## config.mk

```make
export PLATFORM = sky130hd
export DESIGN_NAME = sobel_window_3x3
export DESIGN_NICKNAME = d
export VERILOG_FILES = /design/src/rtl/sobel_window_3x3.sv
export SDC_FILE = /design/constraint.sdc
export NUM_CORES = 1
export LEC_CHECK = 0
export CORE_ASPECT_RATIO = 1.4
export CORE_MARGIN = 8
export CORE_UTILIZATION = 50
export DETAILED_ROUTE_END_ITERATION = 12
export PLACE_DENSITY = 0.75
export SYNTH_ARGS = -nofsm -noshare
export SYNTH_HDL_FRONTEND = slang
export SYNTH_SLANG_ARGS = --single-unit
```

## constraint.sdc

```tcl
create_clock -name clk -period 5.62 [get_ports clk]
set_clock_uncertainty 0.2 [all_clocks]
set_input_delay 1.124 -clock clk [delete_from_list [all_inputs] [get_ports clk]]
set_output_delay 1.124 -clock clk [all_outputs]
set_load 0.05 [all_outputs]
```

## src/rtl/sobel_window_3x3.sv

```systemverilog
// Streaming 3x3 Sobel/Prewitt gradient-magnitude engine with frame position tracking and border suppression.
// Optional binarisation output enabled by defining SOBEL_THRESH_EN (adds the thresh port).
module sobel_window_3x3 #(
  parameter int DATA_W = 8,
  parameter int IMG_W  = 640,
  parameter int IMG_H  = 480,
  parameter int CNT_W  = 12
) (
  input  logic              clk,
  input  logic              rst_n,
  input  logic              valid_in,
  input  logic              sof_in,
  input  logic              mode,
  input  logic [DATA_W-1:0] din1,
  input  logic [DATA_W-1:0] din2,
  input  logic [DATA_W-1:0] din3,
`ifdef SOBEL_THRESH_EN
  input  logic [DATA_W-1:0] thresh,
`endif
  output logic              valid_out,
  output logic              sof_out,
  output logic [DATA_W-1:0] dout
);

  localparam int GW = DATA_W + 3;
  localparam logic [CNT_W-1:0] COL_LAST = CNT_W'(IMG_W - 1);
  localparam logic [CNT_W-1:0] ROW_LAST = CNT_W'(IMG_H - 1);

  // win[row][age]: age 0 is the newest column, age 2 the oldest
  logic [DATA_W-1:0] win_q [3][3];
  logic [DATA_W-1:0] win_d [3][3];
  logic [CNT_W-1:0]  col_q, col_d, row_q, row_d;
  logic              known_q, known_d;
  logic              mode_lat_q, mode_lat_d;
  logic              valid1_q, valid1_d, sof1_q, sof1_d, border1_q, border1_d;
  logic signed [GW-1:0] gx_q, gx_d, gy_q, gy_d;
  logic              valid_out_q, valid_out_d, sof_out_q, sof_out_d;
  logic [DATA_W-1:0] dout_q, dout_d;
  logic [GW-1:0]     abs_x, abs_y;
  logic [GW:0]       mag;
  logic [DATA_W-1:0] sat;

  function automatic logic signed [GW-1:0] wsum(input logic [DATA_W-1:0] a,
                                                 input logic [DATA_W-1:0] b,
                                                 input logic [DATA_W-1:0] c,
                                                 input logic prewitt);
    logic signed [GW-1:0] ea, eb, ec;
    ea = $signed({3'b000, a});
    eb = $signed({3'b000, b});
    ec = $signed({3'b000, c});
    return ea + (prewitt ? eb : (eb <<< 1)) + ec;
  endfunction

  // Stage 1: shift window, advance position, compute gradients from the updated window
  always_comb begin
    win_d      = win_q;
    col_d      = col_q;
    row_d      = row_q;
    known_d    = known_q;
    mode_lat_d = mode_lat_q;
    valid1_d   = valid_in;
    sof1_d     = valid_in & sof_in;
    border1_d  = border1_q;
    gx_d       = gx_q;
    gy_d       = gy_q;
    if (valid_in) begin
      for (int r = 0; r < 3; r++) begin
        win_d[r][2] = win_q[r][1];
        win_d[r][1] = win_q[r][0];
      end
      win_d[0][0] = din1;
      win_d[1][0] = din2;
      win_d[2][0] = din3;
      if (sof_in) begin
        col_d      = '0;
        row_d      = '0;
        known_d    = 1'b1;
        mode_lat_d = mode;
      end else if (col_q == COL_LAST) begin
        col_d = '0;
        row_d = (row_q == ROW_LAST) ? '0 : row_q + CNT_W'(1);
      end else begin
        col_d = col_q + CNT_W'(1);
      end
      // Position is untrusted until the first sof after reset, so suppress output
      border1_d = !known_d || (col_d < CNT_W'(2)) || (row_d == '0) || (row_d == ROW_LAST);
      gx_d = wsum(win_d[0][2], win_d[1][2], win_d[2][2], mode_lat_d)
           - wsum(win_d[0][0], win_d[1][0], win_d[2][0], mode_lat_d);
      gy_d = wsum(win_d[0][0], win_d[0][1], win_d[0][2], mode_lat_d)
           - wsum(win_d[2][0], win_d[2][1], win_d[2][2], mode_lat_d);
    end
  end

  // Stage 2: L1 magnitude with saturation, border forced to zero
  always_comb begin
    abs_x       = gx_q[GW-1] ? $unsigned(-gx_q) : $unsigned(gx_q);
    abs_y       = gy_q[GW-1] ? $unsigned(-gy_q) : $unsigned(gy_q);
    mag         = {1'b0, abs_x} + {1'b0, abs_y};
    sat         = (|mag[GW:DATA_W]) ? {DATA_W{1'b1}} : mag[DATA_W-1:0];
    valid_out_d = valid1_q;
    sof_out_d   = sof1_q;
    dout_d      = dout_q;
    if (valid1_q) begin
`ifdef SOBEL_THRESH_EN
      dout_d = (!border1_q && (sat >= thresh)) ? {DATA_W{1'b1}} : '0;
`else
      dout_d = border1_q ? '0 : sat;
`endif
    end
  end

  always_ff @(posedge clk or negedge rst_n) begin
    if (!rst_n) begin
      win_q       <= '{default: '0};
      col_q       <= '0;
      row_q       <= '0;
      known_q     <= 1'b0;
      mode_lat_q  <= 1'b0;
      valid1_q    <= 1'b0;
      sof1_q      <= 1'b0;
      border1_q   <= 1'b0;
      gx_q        <= '0;
      gy_q        <= '0;
      valid_out_q <= 1'b0;
      sof_out_q   <= 1'b0;
      dout_q      <= '0;
    end else begin
      win_q       <= win_d;
      col_q       <= col_d;
      row_q       <= row_d;
      known_q     <= known_d;
      mode_lat_q  <= mode_lat_d;
      valid1_q    <= valid1_d;
      sof1_q      <= sof1_d;
      border1_q   <= border1_d;
      gx_q        <= gx_d;
      gy_q        <= gy_d;
      valid_out_q <= valid_out_d;
      sof_out_q   <= sof_out_d;
      dout_q      <= dout_d;
    end
  end

  assign valid_out = valid_out_q;
  assign sof_out   = sof_out_q;
  assign dout      = dout_q;

endmodule

```

==> metrics.txt <==
worst-path fanout max 6; FF-to-FF End gx_q[6]; CP arrival 5490 ps; cells after synthesis 881; vias in the first global route 6470; final setup margin 179 ps; CTS sink cnt 109; Hold Path Origin sof1_q; status finished clean; max_slew headroom 35.6%; Buffers on Ports 38; MaxCap Viol Count 0; final setup vio count 0; Area Overhead vs Synth 13.7%; clock buffer count from CTS 9; FP Rows 56; largest net degree at the start of global routing 88; flop2flop setup slack 890 ps; drc violations 0; sequential cell area fraction in the yosys report 32.2%; P_sw 0.00250 W; antenna-violating nets left 0; ys async rst share 100%; Avg Inst Size Synth 9.63 sq um; root buffer cell clkbuf_16; Seq cells post-synth 109; synth warn 0; fin cells 1136; Cells on Worst Hold Path 0; worst skew pair latency 360 ps; worst min path class reg -> reg; RSZ-0062 raised after global routing false; Critical Path RT 5670 ps; DIE AREA 21400 sq um; first-pass GRT wire length 30300 microns; min Tclk post-route 5440 ps; Power, Total 0.00570 W; core footprint 16700 sq um; Post-Route WL 18000 microns; maximum achievable frequency 184 MHz; I/O pin cnt 39; Netlist cell types 61; share of cells above drive strength 1 13.3%; cell area after synthesis 8480 sq um; # fillers 1429; final worst-path cycle share 96.8%; RD Place Congestion 0.903; CP endpoint kind flip-flop; Comb pwr share 68.2%; DR vias/cell 5.54; Lkg Pwr 4.46 nW; Startpoint Class input port; maximum VDD drop 0.000325 V; actual slew at the worst max-slew pin 966 ps; r2r worst-path depth 18; Sw Share 43.8%; Clock power frac 12.4%; H-tree Lvls 3; crit path kind in -> reg; Inst Count DP 1117; Pins Over Slew Limit 0; Place WS -583 ps; power per cell area 591 nW/um^2; grt ovf 0; DIE WIDTH 126 microns; worst hold margin 155 ps; initial antenna violation count 0; Worst R2R Start mode_lat_q; EDFF count, synth 0; DRT Pass-1 Iters 4; Net Count, Synth 1014; Sum Neg Setup Slack 0 ps; DR vias 6289; Initial Util 50.9%; clock-pin transition on the worst setup and hold timing paths 70 ps; Synth Flop Type dfrtp_1; Longest Clk Path Bufs 2; CTS tree done; Fin. Hold Viols 0; GRT Resource Usage Total 17.4%; Reg power frac 19.4%; Layout Nets 1061; DR iter-0 viols 337; # diodes 0; Final HPWL DP 13300 microns; Int Power 0.00320 W; WL/cell 15.8 microns; Endpoint, Worst Hold sof_out; Die Y 170 microns
==> flip-flops by register name (all words and copies together) (netlist names) <==
register    cells
sof_out         1
valid1_q        1
dout            8
gx_q           11
known_q         1
col_q          12
row_q          12
gy_q           11
mode_lat_q      1
sof1_q          1
win_q          48
border1_q       1
valid_out       1
==> what timing repair did <==
item | in CTS | in global routing
buffers inserted | 0 | 2
setup endpoints to repair | 10 | 9
resized for setup | 7 | 15
hold buffers | 0 | 0
gates cloned | 0 | 1
pin swaps | 3 | 8
==> worst max-delay path, cell delays in order <==
cell and delay, ps:
dlygate4sd2_1 270, mux2i_4 320, buf_12 150, clkbuf_16 140
mux2_2 340, fa_1 480, inv_1 50, fa_1 530
inv_1 50, fa_1 530, inv_1 50, ha_1 290
buf_4 150, a21oi_4 160, o21ai_0 100, a21oi_1 250
buf_4 160, xnor2_1 80, mux2_2 270
==> power groups by stage <==
stage	clock (W)	combinational [W]	sequential, W
after CTS	0.000724	0.00377	0.00111
final	0.000706	0.00388	0.00111
after detailed placement	0	0.00369	0.00112
after global routing	0.000752	0.00438	0.00113
after global placement	0	0.00360	0.00111
after floorplan	0	0.00272	0.00107
==> logic make-up (layout without fill, tap and decap cells) <==
family	count (synthesis)	in the layout	share of synthesized area (%)
fa+ha+maj	104	104	21.3
simple gates	198	198	11.9
flops	109	109	32.2
compound gates	172	172	12.8
buf+inv	186	238	8.33
mux	75	75	9.69
xor+xnor	37	37	3.82
==> worst max-delay path by stage <==
stage / slack (ps) / startpoint / endpoint
final: 180 / sof_in / gx_q[6]
after CTS: 90 / mode / gx_q[6]
after global routing: 20 / sof_in / gy_q[9]
after floorplan: 50 / sof_in / gy_q[10]
after detailed placement: -580 / sof_in / gx_q[10]
after global placement: -480 / sof_in / gx_q[9]
==> per-stage QoR <==
step | area (sq um) | util [%]
final | 9650 | 57.8
after global routing | 9650 | 57.8
after CTS | 9550 | 57.3
after detailed placement | 9210 | 55.3
after global placement | 9210 | 55.3
after floorplan | 8490 | -
==> Yosys cell counts, types with 4 or more instances <==
cell type	instances	area [sq um]
dfrtp_1	109	2730
a21boi_0	7	52.6
and2_1	4	25.0
buf_1	6	22.5
o22ai_1	5	31.3
nor4_1	12	75.1
a31oi_1	7	43.8
nand2b_1	9	56.3
or3_1	6	37.5
o31ai_1	15	113
a21oi_1	32	160
nor2b_1	7	43.8
mux2i_1	18	180
clkbuf_1	25	93.8
mux2_2	57	642
and3_1	5	31.3
xnor2_1	28	245
nor2_1	25	93.8
o21ai_0	62	310
and4_1	5	43.8
ha_1	37	463
inv_1	152	571
o2bb2ai_1	4	35.0
xor2_1	9	78.8
o2111ai_1	4	35.0
o211ai_1	4	30.0
nand3_1	13	65.1
o41ai_1	8	70.1
nand4_1	6	37.5
nand2_1	70	263
a21o_1	7	52.6
nor3_1	16	80.1
fa_1	67	1340
==> routing by layer <==
layer  vias to the layer above  track usage (%)  wire, microns
li1                       3058                -              -
met1                      3112             19.2           7390
met2                        91             32.3           9720
met3                        28             3.23            498
met4                         0             6.93            383
met5                         -                0              0
==> cells in the final DEF, fill, tap and decap left out, types with 4 or more instances in the layout <==
| cell | n |
|---|---|
| mux2i_1 | 17 |
| o2bb2ai_1 | 4 |
| o22ai_1 | 5 |
| clkdlybuf4s50_1 | 34 |
| o2111ai_1 | 4 |
| and4_1 | 5 |
| fa_1 | 67 |
| ha_1 | 36 |
| nor2b_1 | 7 |
| xnor2_1 | 28 |
| nor4_1 | 12 |
| xor2_1 | 9 |
| o21ai_0 | 58 |
| clkbuf_16 | 10 |
| buf_4 | 29 |
| mux2_2 | 57 |
| o31ai_1 | 14 |
| and3_1 | 5 |
| a21oi_1 | 29 |
| inv_1 | 152 |
| nand2b_1 | 9 |
| nand3_1 | 13 |
| nor2_1 | 25 |
| o41ai_1 | 6 |
| dfrtp_1 | 109 |
| nand4_1 | 6 |
| and2_1 | 4 |
| nor3_1 | 16 |
| a31oi_1 | 7 |
| a21o_1 | 7 |
| nand2_1 | 70 |
| o211ai_1 | 4 |
| or3_1 | 6 |
==> final cells by class <==
type,instances,area (sq um),share of cell area (%)
multi-input combinational,586,5110,53.0
sequential,109,2730,28.3
timing repair buffer,69,656,6.80
inverter,153,574,5.95
tap,203,254,2.63
clock buffer,10,229,2.37
clock inverter,6,93.8,0.973
Note: power is estimated with default switching activity, not from simulation.
